**src/rtl/sonar_scheduler.sv**
```systemverilog
// Round-robin sonar sequencer: trigger, echo width measurement, timeout and range publication.
// Optional macro SONAR_AVG_EN: averages each valid sample with the previous slot value.
module sonar_scheduler #(
  parameter int unsigned N_SONAR        = 6,
  parameter int unsigned RW             = 20,
  parameter int unsigned TRIG_CYCLES    = 500,
  parameter int unsigned TIMEOUT_CYCLES = 1000000,
  parameter int unsigned GUARD_CYCLES   = 250000
) (
  input  logic                        clk,
  input  logic                        reset,
  input  logic                        run,
  input  logic [N_SONAR-1:0]          enable_mask,
  input  logic [N_SONAR-1:0]          echo,
  output logic [N_SONAR-1:0]          trig,
  output logic [N_SONAR*RW-1:0]       range_flat,
  output logic [N_SONAR-1:0]          timeout_flags,
  output logic                        done,
  output logic [$clog2(N_SONAR)-1:0]  cur_idx,
  output logic                        busy
);

  localparam int unsigned IW   = $clog2(N_SONAR);
  localparam int unsigned MAXA = (TIMEOUT_CYCLES > GUARD_CYCLES) ? TIMEOUT_CYCLES : GUARD_CYCLES;
  localparam int unsigned MAXC = (MAXA > TRIG_CYCLES) ? MAXA : TRIG_CYCLES;
  localparam int unsigned CW   = $clog2(MAXC + 1);

  typedef enum logic [2:0] {
    S_IDLE,
    S_SELECT,
    S_TRIG,
    S_WAIT_RISE,
    S_MEASURE,
    S_GUARD
  } state_e;

  state_e              state_q, state_d;
  logic [IW-1:0]       cur_idx_q, cur_idx_d;
  logic [CW-1:0]       cnt_q, cnt_d;
  logic [RW-1:0]       wid_q, wid_d;
  logic [N_SONAR-1:0]  trig_q, trig_d;
  logic [RW-1:0]       range_q [N_SONAR];
  logic [RW-1:0]       range_d [N_SONAR];
  logic [N_SONAR-1:0]  tflag_q, tflag_d;
  logic                done_q, done_d;
  logic                busy_q, busy_d;
  logic [N_SONAR-1:0]  sync1_q, sync1_d;
  logic [N_SONAR-1:0]  sync2_q, sync2_d;

  logic [IW-1:0]       sel_idx;
  logic                sel_found;
  logic [IW-1:0]       cand;
  logic                es_cur;
  logic                tmo_hit;
  logic                wr_valid;
  logic                wr_tmo;
  logic [RW-1:0]       wr_val;

`ifdef SONAR_AVG_EN
  // Set when the next valid sample for a slot must be stored without averaging.
  logic [N_SONAR-1:0]  fresh_q, fresh_d;
  logic [RW:0]         avg_sum;
`endif

  assign sync1_d = echo;
  assign sync2_d = sync1_q;

  // Next enabled sonar strictly after cur_idx, wrapping; a single enabled bit reselects itself.
  always_comb begin
    sel_idx   = cur_idx_q;
    sel_found = 1'b0;
    cand      = '0;
    for (int unsigned k = 1; k <= N_SONAR; k++) begin
      cand = IW'((32'(cur_idx_q) + k) % N_SONAR);
      if (!sel_found && enable_mask[cand]) begin
        sel_idx   = cand;
        sel_found = 1'b1;
      end
    end
  end

  always_comb begin
    es_cur  = sync2_q[cur_idx_q];
    tmo_hit = (cnt_q == CW'(TIMEOUT_CYCLES - 1));
`ifdef SONAR_AVG_EN
    avg_sum = {1'b0, range_q[cur_idx_q]} + {1'b0, wid_q};
    wr_val  = fresh_q[cur_idx_q] ? wid_q : avg_sum[RW:1];
`else
    wr_val  = wid_q;
`endif
  end

  always_comb begin
    state_d   = state_q;
    cur_idx_d = cur_idx_q;
    cnt_d     = cnt_q;
    wid_d     = wid_q;
    trig_d    = '0;
    range_d   = range_q;
    tflag_d   = tflag_q;
    done_d    = 1'b0;
    wr_valid  = 1'b0;
    wr_tmo    = 1'b0;
`ifdef SONAR_AVG_EN
    fresh_d   = fresh_q;
`endif

    case (state_q)
      S_IDLE: begin
        if (run && (|enable_mask)) state_d = S_SELECT;
      end
      S_SELECT: begin
        if (sel_found) begin
          cur_idx_d       = sel_idx;
          trig_d[sel_idx] = 1'b1;
          cnt_d           = '0;
          state_d         = S_TRIG;
        end else begin
          state_d = S_IDLE;
        end
      end
      S_TRIG: begin
        if (cnt_q == CW'(TRIG_CYCLES - 1)) begin
          cnt_d   = '0;
          state_d = S_WAIT_RISE;
        end else begin
          cnt_d             = cnt_q + CW'(1);
          trig_d[cur_idx_q] = 1'b1;
        end
      end
      S_WAIT_RISE: begin
        cnt_d = cnt_q + CW'(1);
        if (tmo_hit) begin
          wr_tmo = 1'b1;
        end else if (es_cur) begin
          // The rising cycle itself counts as the first high cycle.
          wid_d   = RW'(1);
          state_d = S_MEASURE;
        end
      end
      S_MEASURE: begin
        cnt_d = cnt_q + CW'(1);
        if (!es_cur) begin
          wr_valid = 1'b1;
        end else if (tmo_hit) begin
          wr_tmo = 1'b1;
        end else if (wid_q != {RW{1'b1}}) begin
          wid_d = wid_q + RW'(1);
        end
      end
      S_GUARD: begin
        if (cnt_q == CW'(GUARD_CYCLES - 1)) begin
          cnt_d   = '0;
          state_d = (run && (|enable_mask)) ? S_SELECT : S_IDLE;
        end else begin
          cnt_d = cnt_q + CW'(1);
        end
      end
      default: state_d = S_IDLE;
    endcase

    if (wr_valid) begin
      range_d[cur_idx_q] = wr_val;
      tflag_d[cur_idx_q] = 1'b0;
      done_d             = 1'b1;
      cnt_d              = '0;
      state_d            = S_GUARD;
`ifdef SONAR_AVG_EN
      fresh_d[cur_idx_q] = 1'b0;
`endif
    end

    if (wr_tmo) begin
      range_d[cur_idx_q] = {RW{1'b1}};
      tflag_d[cur_idx_q] = 1'b1;
      done_d             = 1'b1;
      cnt_d              = '0;
      state_d            = S_GUARD;
`ifdef SONAR_AVG_EN
      fresh_d[cur_idx_q] = 1'b1;
`endif
    end

    busy_d = (state_d != S_IDLE);
  end

  always_ff @(posedge clk or negedge reset) begin
    if (!reset) begin
      state_q   <= S_IDLE;
      cur_idx_q <= IW'(N_SONAR - 1);
      cnt_q     <= '0;
      wid_q     <= '0;
      trig_q    <= '0;
      tflag_q   <= '0;
      done_q    <= 1'b0;
      busy_q    <= 1'b0;
      sync1_q   <= '0;
      sync2_q   <= '0;
      for (int i = 0; i < N_SONAR; i++) range_q[i] <= '0;
`ifdef SONAR_AVG_EN
      fresh_q   <= '1;
`endif
    end else begin
      state_q   <= state_d;
      cur_idx_q <= cur_idx_d;
      cnt_q     <= cnt_d;
      wid_q     <= wid_d;
      trig_q    <= trig_d;
      tflag_q   <= tflag_d;
      done_q    <= done_d;
      busy_q    <= busy_d;
      sync1_q   <= sync1_d;
      sync2_q   <= sync2_d;
      for (int i = 0; i < N_SONAR; i++) range_q[i] <= range_d[i];
`ifdef SONAR_AVG_EN
      fresh_q   <= fresh_d;
`endif
    end
  end

  assign trig          = trig_q;
  assign timeout_flags = tflag_q;
  assign done          = done_q;
  assign cur_idx       = cur_idx_q;
  assign busy          = busy_q;

  for (genvar g = 0; g < N_SONAR; g++) begin : g_flat
    assign range_flat[g*RW +: RW] = range_q[g];
  end

endmodule

```
**config.mk**
```make
export PLATFORM = sky130hd
export DESIGN_NAME = sonar_scheduler
export DESIGN_NICKNAME = d
export VERILOG_FILES = /design/src/rtl/sonar_scheduler.sv
export SDC_FILE = /design/constraint.sdc
export NUM_CORES = 1
export LEC_CHECK = 0
export CAP_MARGIN = 40
export CORE_MARGIN = 2
export CORE_UTILIZATION = 58
export CTS_CLUSTER_SIZE = 20
export DETAILED_ROUTE_END_ITERATION = 12
export PLACE_DENSITY = 0.95
export SLEW_MARGIN = 5
export SYNTH_ARGS = -nofsm -noshare
export SYNTH_HDL_FRONTEND = slang
export SYNTH_SLANG_ARGS = --single-unit
```
**constraint.sdc**
```tcl
create_clock -name clk -period 11.35 [get_ports clk]
set_input_delay 2.27 -clock clk [delete_from_list [all_inputs] [get_ports clk]]
set_output_delay 2.27 -clock clk [all_outputs]
set_load 0.02 [all_outputs]
```
-- Yosys cells after proc, flatten, opt, wreduce, memory -nomap -nowiden
Index checks and enable logic that the tools add are counted.
- $mul: 0
- mux-type cells: 69
- shift-type cells: 0
- reduce and logical (&&, ||, !) cells: 23
- $lt $le $gt $ge: 12
- add/subtract/negate cells: 8
- eq/ne operators: 15
- div/mod/pow operators: 6
- bitwise operators: 5
- operators with widths (operator ; count):
    120-bit 2-to-1 mux ; 2
    20-bit 2-to-1 mux ; 11
    32-bit by 3-bit remainder unit with 32-bit output (second input constant) ; 6
    120-bit bitwise mux ; 1
    120-bit bitwise OR ; 1
    20-bit one-hot mux with 4 select lines ; 1
    20-bit demux with 3-bit select ; 1
    20-bit by 1-bit adder with 20-bit output (second input constant) ; 2
    20-bit one-hot mux with 2 select lines ; 1
    3-bit 2-to-1 mux ; 13
    3-bit by 4-bit less-than comparator with 1-bit output (second input constant) ; 8
    6-bit 2-to-1 mux ; 4
    1-bit 2-to-1 mux ; 22
    1-bit binary-select mux with 3-bit select ; 7
    20-bit by 18-bit equality test with 1-bit output (second input constant) ; 1
    20-bit equality test (second input constant) ; 1
    20-bit by 9-bit equality test with 1-bit output (second input constant) ; 1
    20-bit inequality test (second input constant) ; 1
    3-bit one-hot mux with 6 select lines ; 1
    3-bit by 3-bit adder with 4-bit output (second input constant) ; 3
    6-bit one-hot mux with 2 select lines ; 1
    2-bit inequality test (second input constant) ; 5
    1-bit logical AND ; 9
    3-bit by 2-bit adder with 4-bit output (second input constant) ; 2
    other kinds (24) ; 33
- bits in registers: 192
- memories: 0
- latch bits: 0
- input port bits: 15
- memory bits (writable): 0
- word-level logic and storage cells: 154
- output and inout bits: 137
- memory bits (read-only): 0

-- Longest topological paths before layout
Gate-level depths: netlist (run 1).
- word-level depth: 26
- mapped depth: 18
- gate-level depth less buffers: 14

-- Worst setup path before layout (run 1)
Ideal clock, no wire load.
- path kind: reg-to-reg
- start: register cur_idx_q[0] (netlist: cur_idx[0])
- end: register busy_q (netlist: busy)
- data required time: 11.211 ns
- period minus slack after synthesis: 4.693 ns
- cell stages (with the launch flop): 18
- arrival time: 4.554 ns
- library setup time: 0.139 ns
- path slack: 6.657 ns
- cells stage by stage: dfstp_2 buf_2 buf_6 buf_2 clkbuf_1 inv_1 ha_1 xnor2_1 ha_1 nor2b_1 a21oi_1 a311oi_2 nor4_2 or2_1 o41a_4 nor2_1 a311oi_1 or4_1
- longest elaborated chain between the ends: 25
- RTL lines (element ; line ; text):
    start: declaration ; 38 ; logic [IW-1:0] cur_idx_q, cur_idx_d;
    start signal: assignment ; 190 ; cur_idx_q <= IW'(N_SONAR - 1);
    start signal: assignment ; 205 ; cur_idx_q <= cur_idx_d;
    3-bit by 1-bit adder with 4-bit output ; 74 ; cand = IW'((32'(cur_idx_q) + k) % N_SONAR);
    32-bit by 3-bit remainder unit with 32-bit output ; 74 ;
    1-bit binary-select mux with 3-bit select ; 75 ; if (!sel_found && enable_mask[cand]) begin
    1-bit 2-to-1 mux (implied by the code) ; 75 ;
    1-bit 2-to-1 mux ; 75 ;
    1-bit zero test ; 75 ;
    1-bit logical AND ; 75 ;
    1-bit 2-to-1 mux ; 75 ;
    [11 not listed] ; - ;
    1-bit 2-to-1 mux ; 75 ;
    2-bit 2-to-1 mux ; 113 ; if (sel_found) begin
    3-bit one-hot mux with 6 select lines ; 108 ; case (state_q)
    3-bit 2-to-1 mux ; 162 ; if (wr_valid) begin
    3-bit 2-to-1 mux * ; 173 ; if (wr_tmo) begin
    via state_d[1] ; 37 ; state_e state_q, state_d;
    3-bit nonzero test * ; 184 ; busy_d = (state_d != S_IDLE);
    via busy_d ; 46 ; logic busy_q, busy_d;
    end signal: assignment ; 211 ; busy_q <= busy_d;
    end: declaration ; 46 ;
The timed path passes the listed nets; every way through them passes the cells marked *. The select of a mux whose other input is x is not followed.
A chain may end at the register's enable or synchronous reset.

-- Final worst setup path (run 1)
- start: register cur_idx_q[0] (netlist: cur_idx[0])
- end: register cnt_q[5]
- longest elaborated chain between the ends: 22
- RTL lines (element ; line ; text):
    3-bit by 1-bit adder with 4-bit output ; 74 ;
    32-bit by 3-bit remainder unit with 32-bit output ; 74 ;
    1-bit binary-select mux with 3-bit select ; 75 ;
    1-bit 2-to-1 mux (implied by the code) ; 75 ;
    1-bit 2-to-1 mux ; 75 ;
    1-bit zero test ; 75 ;
    1-bit logical AND ; 75 ;
    1-bit 2-to-1 mux ; 75 ;
    [6 not listed] ; - ;
    1-bit zero test ; 75 ;
    1-bit logical AND ; 75 ;
    1-bit 2-to-1 mux ; 75 ;
    1-bit zero test ; 75 ;
    1-bit logical AND ; 75 ;
    1-bit 2-to-1 mux ; 75 ;
    4-bit inequality test (no line) ; - ;
    2-bit AND reduction (no line) ; - ;
    end signal: assignment ; 206 ; cnt_q <= cnt_d;
    end: declaration ; 39 ; logic [CW-1:0] cnt_q, cnt_d;
Several ways; a longest one is shown, not always the timed one. The select of a mux whose other input is x is not followed.

==> results.toml, run 1 <==
[yosys]
synth_area_per_cell_sq_um = 10.2
syn_area_sq_mm = 0.00921
syn-num-nets = 926
synthTopCellsByArea = "dfrtp_1 52%, mux2i_1 14%, nand2_1 7.3%"
synth_top_area_share_pct = 51.6
synth_area_leader_cell = "dfrtp_1"
ys_seq_area_share_pct = 52.2
async_flop_share_pct = 100
synth_common_cells = "190 x dfrtp_1, 179 x nand2_1, 125 x mux2i_1"
synth-seq-cells = 192
synth_ff_type = "dfrtp_1"
synth_edf_count = 0
synthCells = 899
ys_warn_count = 0
yosysMostFrequentCell = "dfrtp_1"
ys_types = 78

[power_and_ir_drop]
pwr-share-seq_pct = 35.2
p_per_area_mw_per_mm2 = 203
p_leak_uw = 0.00621
p_sw_share_pct = 40.3
finalPower_uw = 2320
clkPwrFrac_pct = 25.0
p_switching_uw = 935
intPower_uw = 1390
ir_drop_mv = 0.142
combPwrFrac_pct = 39.7

[worst_hold_path]
hp-class = "reg2reg"
hold_path_depth = 0

[worst_setup_path]
cpMaxStageDelayCell = "dfstp_2"
path_delay_family = "compound AO/OA/AOI/OAI gates"
path_max_fanout = 37
critPathLaunchType = "register"
cp.arrival_ps = 5480
ff2ff_path_depth = 13
worstSetupPathDepth = 13
crit_chain = "inv_1 -> ha_1 -> xnor2_1 -> ha_1 -> nor2b_1 -> a21oi_1 -> a311oi_2 -> nor4_2 -> or2_1 -> o41a_4 -> o21ai_2 -> o21ai_0 -> o31ai_1"
crit_path_end_kind = "register"
worst-path-buf-inv = 1
crit_path_frequent_cell = "ha_1"
path_class = "reg2reg"
cp_data_required_time_ps = 11680
slowest_delay_ps = 1050

[grt]
antenna_found_initial = 0
grt_pass1_wl_microns = 40000
grt_max_degree = 112
grtUsageTotal_pct = 30.9
grt-ovfl-total = 0
grt_pass1_vias = 7520

[timing]
setup_viol = 0
max_slew_margin_pct = 37.8
max_slew.worst_pin.slew_ps = 931
fmax_mhz = 194
rsz0062_at_grt = "no"
skew_ps = 11.7
fin_tns_setup_ps = 0
slew_violations = 0
min_period_ps = 5150
fin_crit_sh_pct = 45.4
hold_viol_final = 0

[die]
die_y_microns = 130
ioPinCount = 152
die_w_microns = 130
rows = 46
core_sq_mm = 0.0157
dieArea_sq_mm = 0.0169
initial_core_util_pct = 58.6

[drt]
dr.pass1.iters = 5
dr_total_vias = 7733
post_drt_wl_per_cell_microns = 20.8
ant_nets = 0
via_per_inst = 6.20
first_iter_violations = 883
drc = 0
drt-total-wl_microns = 26000

[place]
port_buffers = 151
hpwl_microns = 16700
place_congestion = 0.901
place_inst = 1215

[run_status]
status = "complete, no violations"

[clock_tree]
clk_pin_slew_ps = 70
cts_tree = "built"
cts_sinks = 192
cts_hold_buf = 0
clockBufferDepth = 2
clkLatencyLatePin_ps = 440
post_cts_resized = 0
htreeDepth = 4
clock-root-buffer = "clkbuf_16"
postCtsSetupBuffers = 0
cts_made_buffers = 17

[layout]
seq_area_sq_mm = 0.00481
layout-drive-gt1-share_pct = 6.88
instances_no_fill = 1248
multi_input_area_sq_mm = 0.00409
syn2layout_area_growth_pct = 24.3
fillers = 995
num-nets-final = 1046
antenna_cells = 0

[run]
cap_viol_max_count = 0
-- registers in the layout, indices dropped and copies added (netlist names), named ones only --
register and count:
range_flat 120, cnt_q 20, wid_q 20, sync1_q 6
sync2_q 6, trig 6, cur_idx 3, state_q 3
timeout_flags 3, busy 1, done 1
-- placed cells by master (no fill, tap or decap), types with 10 or more instances in the layout --
| master | Yosys | final |
|---|---|---|
| inv_1 | 13 | 13 |
| mux2i_1 | 125 | 125 |
| dfrtp_1 | 190 | 190 |
| nand2_1 | 179 | 179 |
| nor3_1 | 11 | 11 |
| xor2_1 | 10 | 10 |
| nor2_1 | 65 | 63 |
| clkbuf_16 | 0 | 17 |
| and3_1 | 12 | 12 |
| clkdlybuf4s50_1 | 0 | 150 |
| a21oi_1 | 24 | 24 |
| nand3_1 | 20 | 20 |
| ha_1 | 12 | 12 |
| xnor2_1 | 11 | 11 |
| o21ai_0 | 31 | 31 |
-- worst register-to-register path, cell delays in order (launching register included) --
cell and delay (ps):
dfstp_2 1050, inv_1 200, ha_1 280, xnor2_1 500, ha_1 340, nor2b_1 200
a21oi_1 110, a311oi_2 440, nor4_2 140, or2_1 280, o41a_4 480, o21ai_2 620
o21ai_0 270, o31ai_1 140
-- cell type report --
cell class | count | share of cell area (%)
sequential | 192 | 42.0
multi-input combinational | 629 | 35.7
timing repair buffer | 164 | 14.5
clock buffer | 20 | 4.08
tap | 216 | 2.36
clock inverter | 12 | 0.842
inverter | 15 | 0.492
-- path summary, 6_finish.rpt --
check / endpoint / start / slack, ps
min reg2reg: sync2_q[4] / sync1_q[4] / 350
min: sync2_q[4] / sync1_q[4] / 350
max in group asynchronous: range_flat[29] / reset / 8360
min in group asynchronous: range_flat[57] / reset / 1640
max reg2reg: cnt_q[5] / cur_idx[0] / 6200
max: cnt_q[5] / cur_idx[0] / 6200
-- power groups by stage --
stage	clock [uW]	sequential, uW	combinational, uW
after floorplan	0	798	686
after global placement	0	825	864
after detailed placement	0	827	887
after CTS	582	816	897
after global routing	606	826	994
final	581	818	922
-- layer usage --
layer | GRT usage [%] | wire length (microns)
met4 | 15.6 | 1140
met3 | 5.74 | 1880
met1 | 39.0 | 9860
met5 | 0 | 0
met2 | 51.3 | 13100
-- metrics by stage --
step	setup WS, ps	utilization, %	cell area, sq um	hold slack [ps]
after floorplan	6660	-	9210	331
after global placement	6100	68.8	10800	334
after detailed placement	5910	69.2	10900	336
after CTS	6300	72.8	11400	351
after global routing	5890	72.9	11400	356
final	6200	72.9	11400	351
-- logic make-up (layout without fill, tap and decap cells) --
logic type,count (synthesis),count (layout),synth area share (%)
AOI/OAI and AO/OA,124,124,9.42
xor gates and xnor gates,22,22,2.17
adders and majority gates,12,12,1.63
buffers and inverters,78,211,3.41
DFF,192,192,52.2
muxes,131,131,14.6
and+or+nand+nor,340,340,16.6
Note: power is estimated with default switching activity, not from simulation.
==> inputs of run 2 (changes only) <==
- CORE_UTILIZATION: 58 -> 49
- PLACE_DENSITY: 0.95 -> 0.88
- clock period: 11.35 -> 4.2 ns (I/O delays scaled with it)
==> run 2 against run 1 <==
  * Die area grew 18%
  * Register-to-register slack lost 5900 ps
  * Critical path depth grew 1
  * Worst hold slack lost 0.70 ps
  * Sequential cell count is the same
  * Via count shrank 4.1%
  * Combinational power grew to 2.8 times the previous value
  * Wire length shrank 8.1%
  * Non-clock buffer count grew 11
  * Sequential power grew to 2.6 times the previous value
  * Final cell count grew 2.2%
  * Clock power grew to 2.7 times the previous value
  * Largest cell class unchanged
  * Largest power group unchanged
  * Highest routed layer unchanged
==> results.toml, run 2 (synthesized netlist as in run 1, its figures left out) <==
[power_and_ir_drop]
p_leak_uw = 0.00625
p_per_area_mw_per_mm2 = 546
ir_drop_mv = 0.337

[place]
dpl_worst_slack_ps = 273
place_congestion = 0.889
hpwl_microns = 16400
port_buffers = 151

[layout]
largest_register_ffs = 120
syn2layout_area_growth_pct = 25.5
final_cell_mix = "189 x dfrtp_1, 179 x nand2_1, 150 x clkdlybuf4s50_1"
layout-drive-gt1-share_pct = 7.97
antenna_cells = 0
num-nets-final = 1057
final_common_cell = "dfrtp_1"
final_util_pct = 62.2

[clock_tree]
clkLatencyLatePin_ps = 430
cts_hold_buf = 0
cts_made_buffers = 17
clockBufferDepth = 2
clock-root-buffer = "clkbuf_16"
cts_tree = "built"
htreeDepth = 4
clk_pin_slew_ps = 70
cts_sinks = 192

[grt]
grt_pass1_vias = 7280
grtUsageTotal_pct = 24.3
grt_pass1_wl_microns = 38500
grt_max_degree = 64
grt-ovfl-total = 0
antenna_found_initial = 0

[worst_setup_path]
path_max_fanout = 7
endpoint = "busy"
ff2ff_path_depth = 14
crit_path_end_kind = "register"
cp.arrival_ps = 4220
crit_start = "cur_idx[2]"
cp_data_required_time_ps = 4500
path_class = "reg2reg"
r2r_start = "cur_idx[2]"
ff2ff_setup_slack_ps = 280
reg2reg_to = "busy"
critPathLaunchType = "register"

[drt]
post_drt_wl_per_cell_microns = 18.7
first_iter_violations = 743
drc = 0
dr.pass1.iters = 6
ant_nets = 0
dr_total_vias = 7416
via_per_inst = 5.82
drt-total-wl_microns = 23800

[die]
ioPinCount = 152
initial_core_util_pct = 49.6
die_y_microns = 141
core_sq_mm = 0.0186
dieArea_sq_mm = 0.0199
die_w_microns = 141
rows = 50

[timing]
max_slew_margin_pct = 43.1
slew_violations = 0
hold_viol_final = 0
min_period_ps = 3920
skew_ps = 10.6
worst_slack_ps = 276
max_slew.worst_pin.slew_ps = 852
setup_viol = 0
fmax_mhz = 255
rsz0062_at_grt = "no"
fin_crit_sh_pct = 93.4
fin_tns_setup_ps = 0

[worst_hold_path]
hp-class = "reg2reg"

[run_status]
status = "complete, no violations"

[run]
cap_viol_max_count = 0
==> run 2: cell types whose count changed in the layout (fill, tap and decap cells not counted), moves of 2 or more <==
cell        previous run  this run
clkbuf_8               4         1
clkinv_2               3         1
buf_4                  9        20
clkinvlp_4             2         4
==> run 2: stage by stage <==
stage,hold WS [ps],cells,cell area [sq um],power [uW]
global placement,335,1241,10900,4660
global route,352,1275,11600,6680
finish,350,1275,11600,6310
floorplan,331,899,9240,4050
detailed placement,336,1244,11000,4710
CTS,348,1274,11500,6270
==> run 2: worst max-delay path, stage by stage (launching register included) <==
cell,delay [ps]
dfstp_2,630
inv_1,110
ha_1,220
nand2_1,90
nand2_1,60
ha_1,290
nand2b_1,200
o2111a_1,270
nor3_1,300
or4_1,190
nand3_1,170
o41a_4,560
nor2_1,90
a311oi_1,70
or4_1,530
==> run 2: power by group <==
group	total, uW	internal (uW)	switching, uW
Combinational	2620	1030	1590
Clock	1550	827	725
Sequential	2140	1970	167
==> run 2: layer usage <==
layer  track usage (%)  wire [microns]  vias to the layer above  share of wire (%)
met4              8.37             581                        0                2.4
met5                 0               0                        -                  0
met1              32.7           10200                     3685                 43
li1                  -               -                     3392                  -
met3              3.50            1200                       42                5.0
met2              40.5           11800                      297                 50
==> run 2: how the worst min path moves through the flow <==
stage | slack (ps) | from | end | cells after the start
floorplan | 330 | sync1_q[0] | sync2_q[0] | 0
global placement | 340 | sync1_q[1] | sync2_q[1] | 0
detailed placement | 340 | sync1_q[1] | sync2_q[1] | 0
CTS | 350 | sync1_q[3] | sync2_q[3] | 0
global route | 350 | sync1_q[0] | sync2_q[0] | 0
finish | 350 | sync1_q[3] | sync2_q[3] | 0
==> run 2: area by class of cell <==
cell class / instances / area (sq um)
clock inverter: 12 / 125
timing repair buffer: 175 / 1740
clock buffer: 18 / 429
inverter: 15 / 56.3
multi-input combinational: 629 / 4110
fill: 1447 / 7030
tap: 234 / 293
sequential: 192 / 4810
==> run 2: repair_timing <==
item                       in CTS  in global routing
setup endpoints to repair       0                  3
resized for setup               0                  2
buffers inserted                0                  1
